--- src/rtl/wfunc_cfg_ctrl_if.sv ---
`default_nettype none
// ============================================================================
// Module   : wfunc_cfg_ctrl_if
// Brief    : Bus bundle for wfunc_cfg_ctrl. Carries the APB master port that
//            drives the window_func slave and the AXI-Stream coefficient
//            input. The master modport is the controller's view.
// Revision : 1.0 - initial release
// ============================================================================
interface wfunc_cfg_ctrl_if #(
    parameter int APB_AW = 16
);
    // APB towards the window_func slave
    logic              psel;
    logic              penable;
    logic              pwrite;
    logic [APB_AW-1:0] paddr;
    logic [31:0]       pwdata;
    logic [31:0]       prdata;

    // Coefficient stream from the DMA / ROM reader
    logic              s_tvalid;
    logic              s_tready;
    logic [31:0]       s_tdata;
    logic              s_tlast;

    modport master (
        output psel, penable, pwrite, paddr, pwdata, s_tready,
        input  prdata, s_tvalid, s_tdata, s_tlast
    );

    modport slave (
        input  psel, penable, pwrite, paddr, pwdata, s_tready,
        output prdata, s_tvalid, s_tdata, s_tlast
    );
endinterface
`default_nettype wire

--- src/rtl/wfunc_cfg_ctrl.sv ---
`default_nettype none
// ============================================================================
// Module   : wfunc_cfg_ctrl
// Brief    : APB master that loads FFT_SIZE window coefficients from a
//            stream into a window_func instance, sets its mode bit, arms it
//            and polls its status until WAIT is reported.
// Revision : 1.0 - initial release
// ============================================================================
module wfunc_cfg_ctrl #(
    parameter int FFT_SIZE   = 8192,
    parameter int APB_AW     = $clog2(FFT_SIZE - 1) + 3,
    parameter int POLL_LIMIT = 255
) (
    input  wire              clk,
    input  wire              rst_n,
    input  wire              start,
    input  wire              abort,
    input  wire              one_pack,
    wfunc_cfg_ctrl_if.master bus,
    output logic             busy,
    output logic             done,
    output logic [1:0]       err
);
    localparam int c_KW = $clog2(FFT_SIZE);
    localparam int c_PW = $clog2(POLL_LIMIT + 1);
    localparam logic [APB_AW-1:0] c_CTRL_ADDR = APB_AW'(FFT_SIZE * 4);
    localparam logic [APB_AW-1:0] c_STAT_ADDR = APB_AW'((FFT_SIZE + 1) * 4);
    localparam logic [31:0] c_SRST_BIT = 32'h0000_0001;
    localparam logic [31:0] c_ARM_BIT  = 32'h0000_0100;

    localparam logic [3:0] c_ST_IDLE = 4'd0;
    localparam logic [3:0] c_ST_RST  = 4'd1;
    localparam logic [3:0] c_ST_MODE = 4'd2;
    localparam logic [3:0] c_ST_LOAD = 4'd3;
    localparam logic [3:0] c_ST_ARM  = 4'd4;
    localparam logic [3:0] c_ST_POLL = 4'd5;
    localparam logic [3:0] c_ST_DONE = 4'd6;
    localparam logic [3:0] c_ST_ERR  = 4'd7;
    localparam logic [3:0] c_ST_ABW  = 4'd8;   // abort: drain in-flight transfer
    localparam logic [3:0] c_ST_ABR  = 4'd9;   // abort: issue soft reset

    logic [3:0]        r_state;
    logic [3:0]        w_next;
    logic              r_psel;
    logic              r_penable;
    logic              r_pwrite;
    logic [APB_AW-1:0] r_paddr;
    logic [31:0]       r_pwdata;
    logic [31:0]       r_ctrl;
    logic [c_KW-1:0]   r_k;
    logic [c_PW-1:0]   r_poll_cnt;
    logic              r_one_pack;
    logic              r_end;        // terminal beat accepted, waiting for its write
    logic              r_end_ok;     // terminal beat had correct length
    logic [1:0]        r_err;
    logic              r_done;

    logic              w_setup;
    logic              w_access;
    logic              w_busy;
    logic              w_abort_go;
    logic              w_start_go;
    logic              w_tready;
    logic              w_hs;
    logic              w_k_last;
    logic              w_stat_ok;
    logic              w_poll_final;
    logic              w_launch;
    logic              w_write;
    logic [APB_AW-1:0] w_addr;
    logic [31:0]       w_wdata;
    logic [31:0]       w_ctrl_next;
    logic              w_unused_prdata;

    assign w_setup      = r_psel & ~r_penable;
    assign w_access     = r_psel & r_penable;
    assign w_busy       = ~((r_state == c_ST_IDLE) | (r_state == c_ST_DONE) | (r_state == c_ST_ERR));
    assign w_abort_go   = abort & w_busy & (r_state != c_ST_ABW) & (r_state != c_ST_ABR);
    assign w_start_go   = start & ~w_busy & ~abort;
    // A new beat may be taken when the bus is free or finishing its ACCESS.
    assign w_tready     = (r_state == c_ST_LOAD) & ~r_end & ~abort & (~r_psel | r_penable);
    assign w_hs         = bus.s_tvalid & w_tready;
    assign w_k_last     = (r_k == c_KW'(FFT_SIZE - 1));
    assign w_stat_ok    = (bus.prdata[9:8] == 2'b01);
    assign w_poll_final = (r_poll_cnt == c_PW'(POLL_LIMIT - 1));
    assign w_unused_prdata = ^{bus.prdata[31:10], bus.prdata[7:0]};

    assign bus.psel     = r_psel;
    assign bus.penable  = r_penable;
    assign bus.pwrite   = r_pwrite;
    assign bus.paddr    = r_paddr;
    assign bus.pwdata   = r_pwdata;
    assign bus.s_tready = w_tready;
    assign busy         = w_busy;
    assign done         = r_done;
    assign err          = r_err;

    // State register.
    always_ff @(posedge clk or negedge rst_n) begin
        if (!rst_n) r_state <= c_ST_IDLE;
        else        r_state <= w_next;
    end

    // Next-state decode; every busy state leaves only when its transfer ends.
    always_comb begin
        w_next = r_state;
        case (r_state)
            c_ST_IDLE, c_ST_DONE, c_ST_ERR: if (w_start_go) w_next = c_ST_RST;
            c_ST_RST:  if (w_access) w_next = c_ST_MODE;
            c_ST_MODE: if (w_access) w_next = c_ST_LOAD;
            c_ST_LOAD: if (w_access && r_end) w_next = r_end_ok ? c_ST_ARM : c_ST_ERR;
            c_ST_ARM:  if (w_access) w_next = c_ST_POLL;
            c_ST_POLL: begin
                if (w_access) begin
                    if (w_stat_ok)         w_next = c_ST_DONE;
                    else if (w_poll_final) w_next = c_ST_ERR;
                end
            end
            c_ST_ABW:  if (w_access) w_next = c_ST_ABR;
            c_ST_ABR:  if (w_access) w_next = c_ST_IDLE;
            default:   w_next = c_ST_IDLE;
        endcase
        // A transfer still in SETUP must finish its ACCESS before the soft reset.
        if (w_abort_go) w_next = w_setup ? c_ST_ABW : c_ST_ABR;
    end

    // Transfer launch decode: what SETUP, if any, starts on the next cycle.
    always_comb begin
        w_launch    = 1'b0;
        w_write     = 1'b1;
        w_addr      = c_CTRL_ADDR;
        w_wdata     = 32'h0;
        w_ctrl_next = r_ctrl;
        case (r_state)
            c_ST_RST, c_ST_ABR: begin
                if (!r_psel) begin
                    w_launch    = 1'b1;
                    w_ctrl_next = r_ctrl ^ c_SRST_BIT;
                    w_wdata     = r_ctrl ^ c_SRST_BIT;
                end
            end
            c_ST_MODE: begin
                if (!r_psel) begin
                    w_launch = 1'b1;
                    w_addr   = c_STAT_ADDR;
                    w_wdata  = {31'b0, r_one_pack};
                end
            end
            c_ST_LOAD: begin
                if (w_hs) begin
                    w_launch = 1'b1;
                    w_addr   = APB_AW'({r_k, 2'b00});
                    w_wdata  = bus.s_tdata;
                end
            end
            c_ST_ARM: begin
                if (!r_psel) begin
                    w_launch    = 1'b1;
                    w_ctrl_next = r_ctrl ^ c_ARM_BIT;
                    w_wdata     = r_ctrl ^ c_ARM_BIT;
                end
            end
            c_ST_POLL: begin
                if (!r_psel || (w_access && !w_stat_ok && !w_poll_final)) begin
                    w_launch = 1'b1;
                    w_write  = 1'b0;
                    w_addr   = c_STAT_ADDR;
                end
            end
            default: w_launch = 1'b0;
        endcase
        if (w_abort_go) begin
            w_launch    = 1'b0;
            w_ctrl_next = r_ctrl;
        end
    end

    // APB phase sequencing and ctrl shadow; the shadow moves at SETUP.
    always_ff @(posedge clk or negedge rst_n) begin
        if (!rst_n) begin
            r_psel    <= 1'b0;
            r_penable <= 1'b0;
            r_pwrite  <= 1'b0;
            r_paddr   <= '0;
            r_pwdata  <= 32'h0;
            r_ctrl    <= 32'h0;
        end else if (w_launch) begin
            r_psel    <= 1'b1;
            r_penable <= 1'b0;
            r_pwrite  <= w_write;
            r_paddr   <= w_addr;
            r_pwdata  <= w_wdata;
            r_ctrl    <= w_ctrl_next;
        end else if (w_setup) begin
            r_penable <= 1'b1;
        end else if (w_access) begin
            r_psel    <= 1'b0;
            r_penable <= 1'b0;
        end
    end

    // Sequence bookkeeping: coefficient index, poll count, error and done.
    always_ff @(posedge clk or negedge rst_n) begin
        if (!rst_n) begin
            r_k        <= '0;
            r_poll_cnt <= '0;
            r_one_pack <= 1'b0;
            r_end      <= 1'b0;
            r_end_ok   <= 1'b0;
            r_err      <= 2'b00;
            r_done     <= 1'b0;
        end else begin
            r_done <= (w_next == c_ST_DONE) && (r_state != c_ST_DONE);
            if (w_start_go) begin
                r_err      <= 2'b00;
                r_one_pack <= one_pack;
                r_k        <= '0;
                r_end      <= 1'b0;
                r_end_ok   <= 1'b0;
            end
            if (w_hs) begin
                r_k <= r_k + c_KW'(1);
                if (bus.s_tlast || w_k_last) begin
                    r_end    <= 1'b1;
                    r_end_ok <= bus.s_tlast && w_k_last;
                end
            end
            if (r_state != c_ST_POLL) r_poll_cnt <= '0;
            else if (w_access)        r_poll_cnt <= r_poll_cnt + c_PW'(1);
            if (r_state == c_ST_LOAD && w_next == c_ST_ERR) r_err <= 2'b01;
            if (r_state == c_ST_POLL && w_next == c_ST_ERR) r_err <= 2'b10;
        end
    end
endmodule
`default_nettype wire

--- src/flat_wrapper.sv ---
// flat-port wrapper written by rule: the top's interface ports become plain ports
module wfunc_cfg_ctrl_flat 
#(
    parameter int FFT_SIZE   = 8192,
    parameter int APB_AW     = $clog2(FFT_SIZE - 1) + 3,
    parameter int POLL_LIMIT = 255
)
  (clk, rst_n, start, abort, one_pack, busy, done, err, bus_psel, bus_penable, bus_pwrite, bus_paddr, bus_pwdata, bus_s_tready, bus_prdata, bus_s_tvalid, bus_s_tdata, bus_s_tlast);
  wfunc_cfg_ctrl_if #(.APB_AW(APB_AW)) bus_i ();
  input  wire clk;
  input  wire rst_n;
  input  wire start;
  input  wire abort;
  input  wire one_pack;
  output logic busy;
  output logic done;
  output logic [1:0] err;
  output wire logic [$bits(bus_i.psel)-1:0] bus_psel;
  output wire logic [$bits(bus_i.penable)-1:0] bus_penable;
  output wire logic [$bits(bus_i.pwrite)-1:0] bus_pwrite;
  output wire logic [$bits(bus_i.paddr)-1:0] bus_paddr;
  output wire logic [$bits(bus_i.pwdata)-1:0] bus_pwdata;
  output wire logic [$bits(bus_i.s_tready)-1:0] bus_s_tready;
  input wire logic [$bits(bus_i.prdata)-1:0] bus_prdata;
  input wire logic [$bits(bus_i.s_tvalid)-1:0] bus_s_tvalid;
  input wire logic [$bits(bus_i.s_tdata)-1:0] bus_s_tdata;
  input wire logic [$bits(bus_i.s_tlast)-1:0] bus_s_tlast;
  assign bus_psel = bus_i.psel;
  assign bus_penable = bus_i.penable;
  assign bus_pwrite = bus_i.pwrite;
  assign bus_paddr = bus_i.paddr;
  assign bus_pwdata = bus_i.pwdata;
  assign bus_s_tready = bus_i.s_tready;
  assign bus_i.prdata = bus_prdata;
  assign bus_i.s_tvalid = bus_s_tvalid;
  assign bus_i.s_tdata = bus_s_tdata;
  assign bus_i.s_tlast = bus_s_tlast;
  wfunc_cfg_ctrl #(.FFT_SIZE(FFT_SIZE), .APB_AW(APB_AW), .POLL_LIMIT(POLL_LIMIT)) u_core (.clk(clk), .rst_n(rst_n), .start(start), .abort(abort), .one_pack(one_pack), .bus(bus_i), .busy(busy), .done(done), .err(err));
endmodule
--- config.mk ---
export PLATFORM = sky130hd
export DESIGN_NAME = wfunc_cfg_ctrl_flat
export DESIGN_NICKNAME = d
export VERILOG_FILES = /design/src/rtl/wfunc_cfg_ctrl_if.sv /design/src/rtl/wfunc_cfg_ctrl.sv /design/src/flat_wrapper.sv
export SDC_FILE = /design/constraint.sdc
export NUM_CORES = 1
export LEC_CHECK = 0
export CORE_MARGIN = 2
export CORE_UTILIZATION = 35
export DETAILED_ROUTE_END_ITERATION = 8
export PLACE_DENSITY_LB_ADDON = 0.2
export SLEW_MARGIN = 20
export SYNTH_ARGS = -nofsm -noshare
export SYNTH_HDL_FRONTEND = slang
export SYNTH_SLANG_ARGS = --single-unit
--- constraint.sdc ---
create_clock -name clk -period 2.7 [get_ports clk]
set_clock_uncertainty 0.1 [all_clocks]
set_input_delay 0.54 -clock clk [delete_from_list [all_inputs] [get_ports clk]]
set_output_delay 0.54 -clock clk [all_outputs]
set_load 0.05 [all_outputs]
Yosys cells after proc, flatten, opt, wreduce, memory -nomap -nowiden:

Index checks and enable logic that the tools add are counted.

* add/subtract/negate cells: 2
* $mul: 0
* divide/modulo/power cells: 0
* magnitude comparators: 0
* equality and inequality tests: 19
* shifts and indexed selects: 0
* muxes and demuxes: 51
* bitwise gates (word level): 24
* reduce and logical (&&, ||, !) cells: 24

Operators with widths (number)
* one-hot mux 32 bit (4 select lines): 1
* one-hot mux 16 bit (3 select lines): 1
* two-way mux 4 bit: 11
* two-way mux 32 bit: 1
* one-hot mux 4 bit (8 select lines): 1
* two-way mux 9 bit: 3
* two-way mux 13 bit: 2
* == test 4 x 3 -> 1 bit, second input constant: 6
* two-way mux 1 bit: 20
* one-hot mux 9 bit (2 select lines): 1
* two-way mux 16 bit: 1
* two-way mux 8 bit: 2
* adder 13 x 1 -> 13 bit, second input constant: 1
* == test 13 bit, second input constant: 1
* bitwise AND 1 bit: 11
* inverter 1 bit: 10
* AND reduction 5 bit: 2
* adder 8 x 1 -> 8 bit, second input constant: 1
* == test 4 x 2 -> 1 bit, second input constant: 2
* == test 4 bit, second input constant: 2
* == test 8 bit, second input constant: 1
* two-way mux 2 bit: 4
* != test 4 x 3 -> 1 bit, second input constant: 2
* != test 4 bit, second input constant: 2
* 16 further kinds: 31

* bits in registers: 84
* latch bits: 0
* memory bits (writable): 0
* memory bits (read-only): 0
* input port bits: 71
* logic and storage cells: 135
* memories kept: 0

Logic depth before layout (Yosys ltp):

* depth in word-level cells: 12
* depth in mapped cells: 9

Least setup slack after synthesis:

No wires, ideal clock.

* path type: flip-flop to flip-flop
* from: reg u_core.r_penable (netlist: u_core.bus.penable)
* to: reg u_core.r_k[11]
* arrival: 2.154 ns
* path slack: 0.316 ns
* stages on the path, launching flop included: 8
* buffers on the path: 1
* cell sequence: dfrtp_1 nand2b_1 and3_1 and2_1 buf_2 nand4_2 o211ai_1 o31ai_1

* word-level cells in the longest chain between the ends: 4
* elaborated cells between the ends (all ways): 5
* those cells by class: 1 x mux; 3 x bitwise; 1 x reduce/logical

Ends and longest elaborated chain
* start: declaration: RTL line wfunc_cfg_ctrl.sv:45 `logic r_penable;`
* start signal: assignment: RTL line wfunc_cfg_ctrl.sv:182 `r_penable <= 1'b0;`
* start signal: assignment: RTL line wfunc_cfg_ctrl.sv:189 `r_penable <= 1'b0;`
* start signal: assignment: RTL line wfunc_cfg_ctrl.sv:195 `r_penable <= 1'b1;`
* bitwise OR 1 bit *: RTL line wfunc_cfg_ctrl.sv:81 `assign w_tready = (r_state == c_ST_LOAD) & ~r_end & ~abort & (~r_psel | r_penable);`
* bitwise AND 1 bit *: RTL line wfunc_cfg_ctrl.sv:81
* via bus_s_tready: RTL line flat_wrapper.sv:23 `output wire logic [$bits(bus_i.s_tready)-1:0] bus_s_tready;`
* bitwise AND 1 bit *: RTL line wfunc_cfg_ctrl.sv:82 `assign w_hs = bus.s_tvalid & w_tready;`
* two-way mux 13 bit or nonzero test 2 bit (tied branches)
* end signal: assignment: RTL line wfunc_cfg_ctrl.sv:222 `r_k <= r_k + c_KW'(1);`
* end: declaration: RTL line wfunc_cfg_ctrl.sv:50 `logic [c_KW-1:0] r_k;`

Mark *: on every way through the listed nets, which the timed path passes. The rest lies on a longest branch.
A chain may end at the register's enable or synchronous reset.

Final worst setup path:

* from: reg u_core.r_psel (netlist: u_core.bus.psel)
* to: out bus_psel

RTL lines
* start: declaration: RTL line wfunc_cfg_ctrl.sv:44 `logic r_psel;`
* start signal: assignment: RTL line wfunc_cfg_ctrl.sv:181 `r_psel <= 1'b0;`
* start signal: assignment: RTL line wfunc_cfg_ctrl.sv:188 `r_psel <= 1'b1;`
* start signal: assignment: RTL line wfunc_cfg_ctrl.sv:197 `r_psel <= 1'b0;`
* end: declaration: RTL line flat_wrapper.sv:18 `output wire logic [$bits(bus_i.psel)-1:0] bus_psel;`

No word-level cell between the ends.

==> metrics.txt <==
#FFs+latches synth between 80 and 90; CP max FO 12; post-synthesis cell count between 300 and 400; Area Growth Syn to Fin 36.0%; status completed; syn_area_per_cell 10.9 um2; fin crit share 92.8%; Hold WS 50.9 ps; all-layer global routing usage 16.0%; RSZ-0062 raised after global routing no; core area between 10000 and 15000 um2; Sum Neg Setup Slack 0 ps; max frequency 399 MHz; vias per cell 5.16; cell breakdown of the critical path clkdlybuf4s50_1; Die ar. around 11000 um2; CTS H-Tree Depth 3; cts-stage hold buffer count 0; DRC 0; vias in the first global route ~2900; Slew Limit Fails 0; global-route wire length before repair 14.6 mm; clock slew at reported path FFs around 80 ps; largest net degree at the start of global routing 46; Hold WC Path Type input pin to asynchronous set/reset pin; Final Setup Violations 0; static leakage 2.19 nW; crit end category output port; detailed router's first-iteration violation count about 120; Critical Path RT about 2100 ps; peak supply drop ~0.42 mV; TritonCTS clock tree done; Antenna diodes 0; CP max stage delay 890 ps; final hold violation count 0; Routed Antenna Nets 0; CP Launch Type flop; Clock Tree Buf Depth 2; most frequent cells in the layout clkdlybuf4s50_1, dfrtp_1, a22o_1; Worst-Skew Late Latency approximately 350 ps; Die Y between 100 and 150 um; met3 WL post-DR 379 um; asr flop ratio synth 100%; antenna violations before repair 0; critical path class flop to output port; EDFF count, synth 0; initial core utilization 36.0%; most common cell after layout, fill and taps aside clkdlybuf4s50_1; crit path buf inv count 1; number of buffers created by CTS 9; Top-Level Pins 127; final WL 8.94 mm; RD Place Congestion 0.835; routed length per placed instance 15.5 um; worst slew pin tran ~530 ps; min Tclk post-route 2510 ps; nets just over 500; DR vias slightly below 3000; Site Rows 37; Mapped Area 3720 um2; setup bufs post-CTS 0; met2 WL between 4 and 5 mm; Sink Count 82; pwr dens just over 700 nW/um2; top sig layer met4; WP data arrival about 1900 ps; DP HPWL between 6 and 7 mm; Top delay family on crit path buffers and inverters; port buffer count 94; M1 WL approximately 4.3 mm; Max-cap violations 0; Die Wd around 110 um; cts repair resizes 0; Root Buffer clkbuf_8; slowest cell on the critical path clkdlybuf4s50_1; Seq/Total Area, Yosys approximately 55%; Initial DRT Pass Iterations 4; fraction of layout cells with a size suffix above 1 a little under a tenth; Synth Flop Type dfrtp_1; gr ovfl total 0; Syn. warnings 0; max_slew headroom 64.3%; Yosys cell types 54
==> cells by family (layout without fill, tap and decap cells) <==
family / count (synthesis) / count (layout) / share of synthesized area, %
AO/OA/AOI/OAI: 110 / 110 / 21.8
XOR/XNOR: 9 / 9 / 2.12
adder cells (fa/ha/maj): 3 / 3 / 1.01
buffers and inverters: 30 / 130 / 4.71
flip-flops: 82 / 82 / 55.2
multiplexers: 1 / 1 / 0.303
other: 1 / 2 / 0.101
AND/OR/NAND/NOR: 104 / 104 / 14.8
==> path summary, 6_finish.rpt <==
path,from,to,slack [ps],cells past startpoint
max reg2reg,u_core.r_state[2]$_DFF_PN0_,u_core.bus.pwdata[20]$_DFFE_PN0P_,360,6
min,rst_n,u_core.r_poll_cnt[1]$_DFFE_PN0P_,50,1
max,u_core.bus.psel$_DFFE_PN0P_,bus_psel,190,1
min reg2reg,u_core.r_ctrl[8]$_DFFE_PN0P_,u_core.r_ctrl[8]$_DFFE_PN0P_,400,1
max in group asynchronous,rst_n,u_core.r_poll_cnt[5]$_DFFE_PN0P_,1830,2
min in group clk,u_core.r_ctrl[8]$_DFFE_PN0P_,u_core.r_ctrl[8]$_DFFE_PN0P_,400,1
==> cell type report <==
cell class / count / area [um2]
Sequential cell: 82 / 2050
Timing Repair Buffer: 109 / 1080
Inverter: 5 / 18.8
Clock inverter: 5 / 86.3
Tap cell: 136 / 170
Clock buffer: 11 / 141
Fill cell: 903 / 5270
Multi-Input combinational cell: 229 / 1510
==> sequential cells by signal (all words and copies together), names as in the netlist, 2 cells and up <==
| name | count |
|---|---|
| u_core.r_k | 13 |
| u_core.r_poll_cnt | 8 |
| u_core.bus.paddr | 14 |
| u_core.r_state | 4 |
| u_core.r_ctrl | 2 |
| u_core.bus.pwdata | 32 |
| u_core.err | 2 |
==> layer usage <==
metal | global-route usage [%] | vias up
li1 | - | 1452
met1 | 23.1 | 1449
met2 | 23.9 | 72
met3 | 3.28 | 2
met4 | 5.75 | 0
met5 | 0 | -
==> report_power, final <==
part,internal (mW),switching (mW),leakage [nW]
combinational,0.441,0.702,0.963
clock,0.553,0.455,0.114
sequential,1.33,0.111,1.12
==> metrics by stage <==
step                      total power [mW]  std cells  setup slack, ps  util, %  instance area (um2)
after detailed placement              2.61        561              138     46.8                 4830
after global routing                  3.79        577             91.7     49.0                 5060
after floorplan                       2.25        341              316        -                 3720
final                                 3.59        577              193     49.0                 5060
after CTS                             3.63        577              164     49.0                 5060
after global placement                2.60        561              136     46.8                 4830
==> cell usage after synthesis, types with 2 or more instances <==
cell / number / area, um2
xor2_1: 5 / 43.8
clkbuf_1: 6 / 22.5
nand3_1: 9 / 45.0
nor2b_1: 2 / 12.5
o211ai_1: 5 / 37.5
nor4_1: 3 / 18.8
a22oi_1: 3 / 22.5
nand4_1: 8 / 50.1
xnor2_1: 4 / 35.0
a21oi_1: 10 / 50.1
inv_1: 4 / 15.0
o22ai_1: 2 / 12.5
a21oi_2: 2 / 17.5
nor3_1: 4 / 20.0
nor2_1: 25 / 93.8
a22o_1: 43 / 377
or3_1: 2 / 12.5
a221oi_1: 2 / 17.5
o31ai_1: 3 / 22.5
or3b_1: 2 / 17.5
a211oi_1: 2 / 15.0
dfrtp_1: 82 / 2050
and2_1: 4 / 25.0
buf_2: 11 / 55.1
nand2b_1: 6 / 37.5
ha_1: 3 / 37.5
and3_1: 10 / 62.6
nand2_1: 21 / 78.8
o21ai_0: 4 / 20.0
buf_6: 5 / 56.3
a31o_1: 2 / 17.5
o21ai_1: 21 / 105
a21boi_1: 2 / 15.0
buf_4: 3 / 22.5
==> worst reg2reg max path: cells and delay by family, from the launching register on <==
family	cells	cell delay, ps
simple gates	2	740
compound gates	3	610
flops	1	590
buf+inv	1	200
Power figures use the tool's default switching activity.
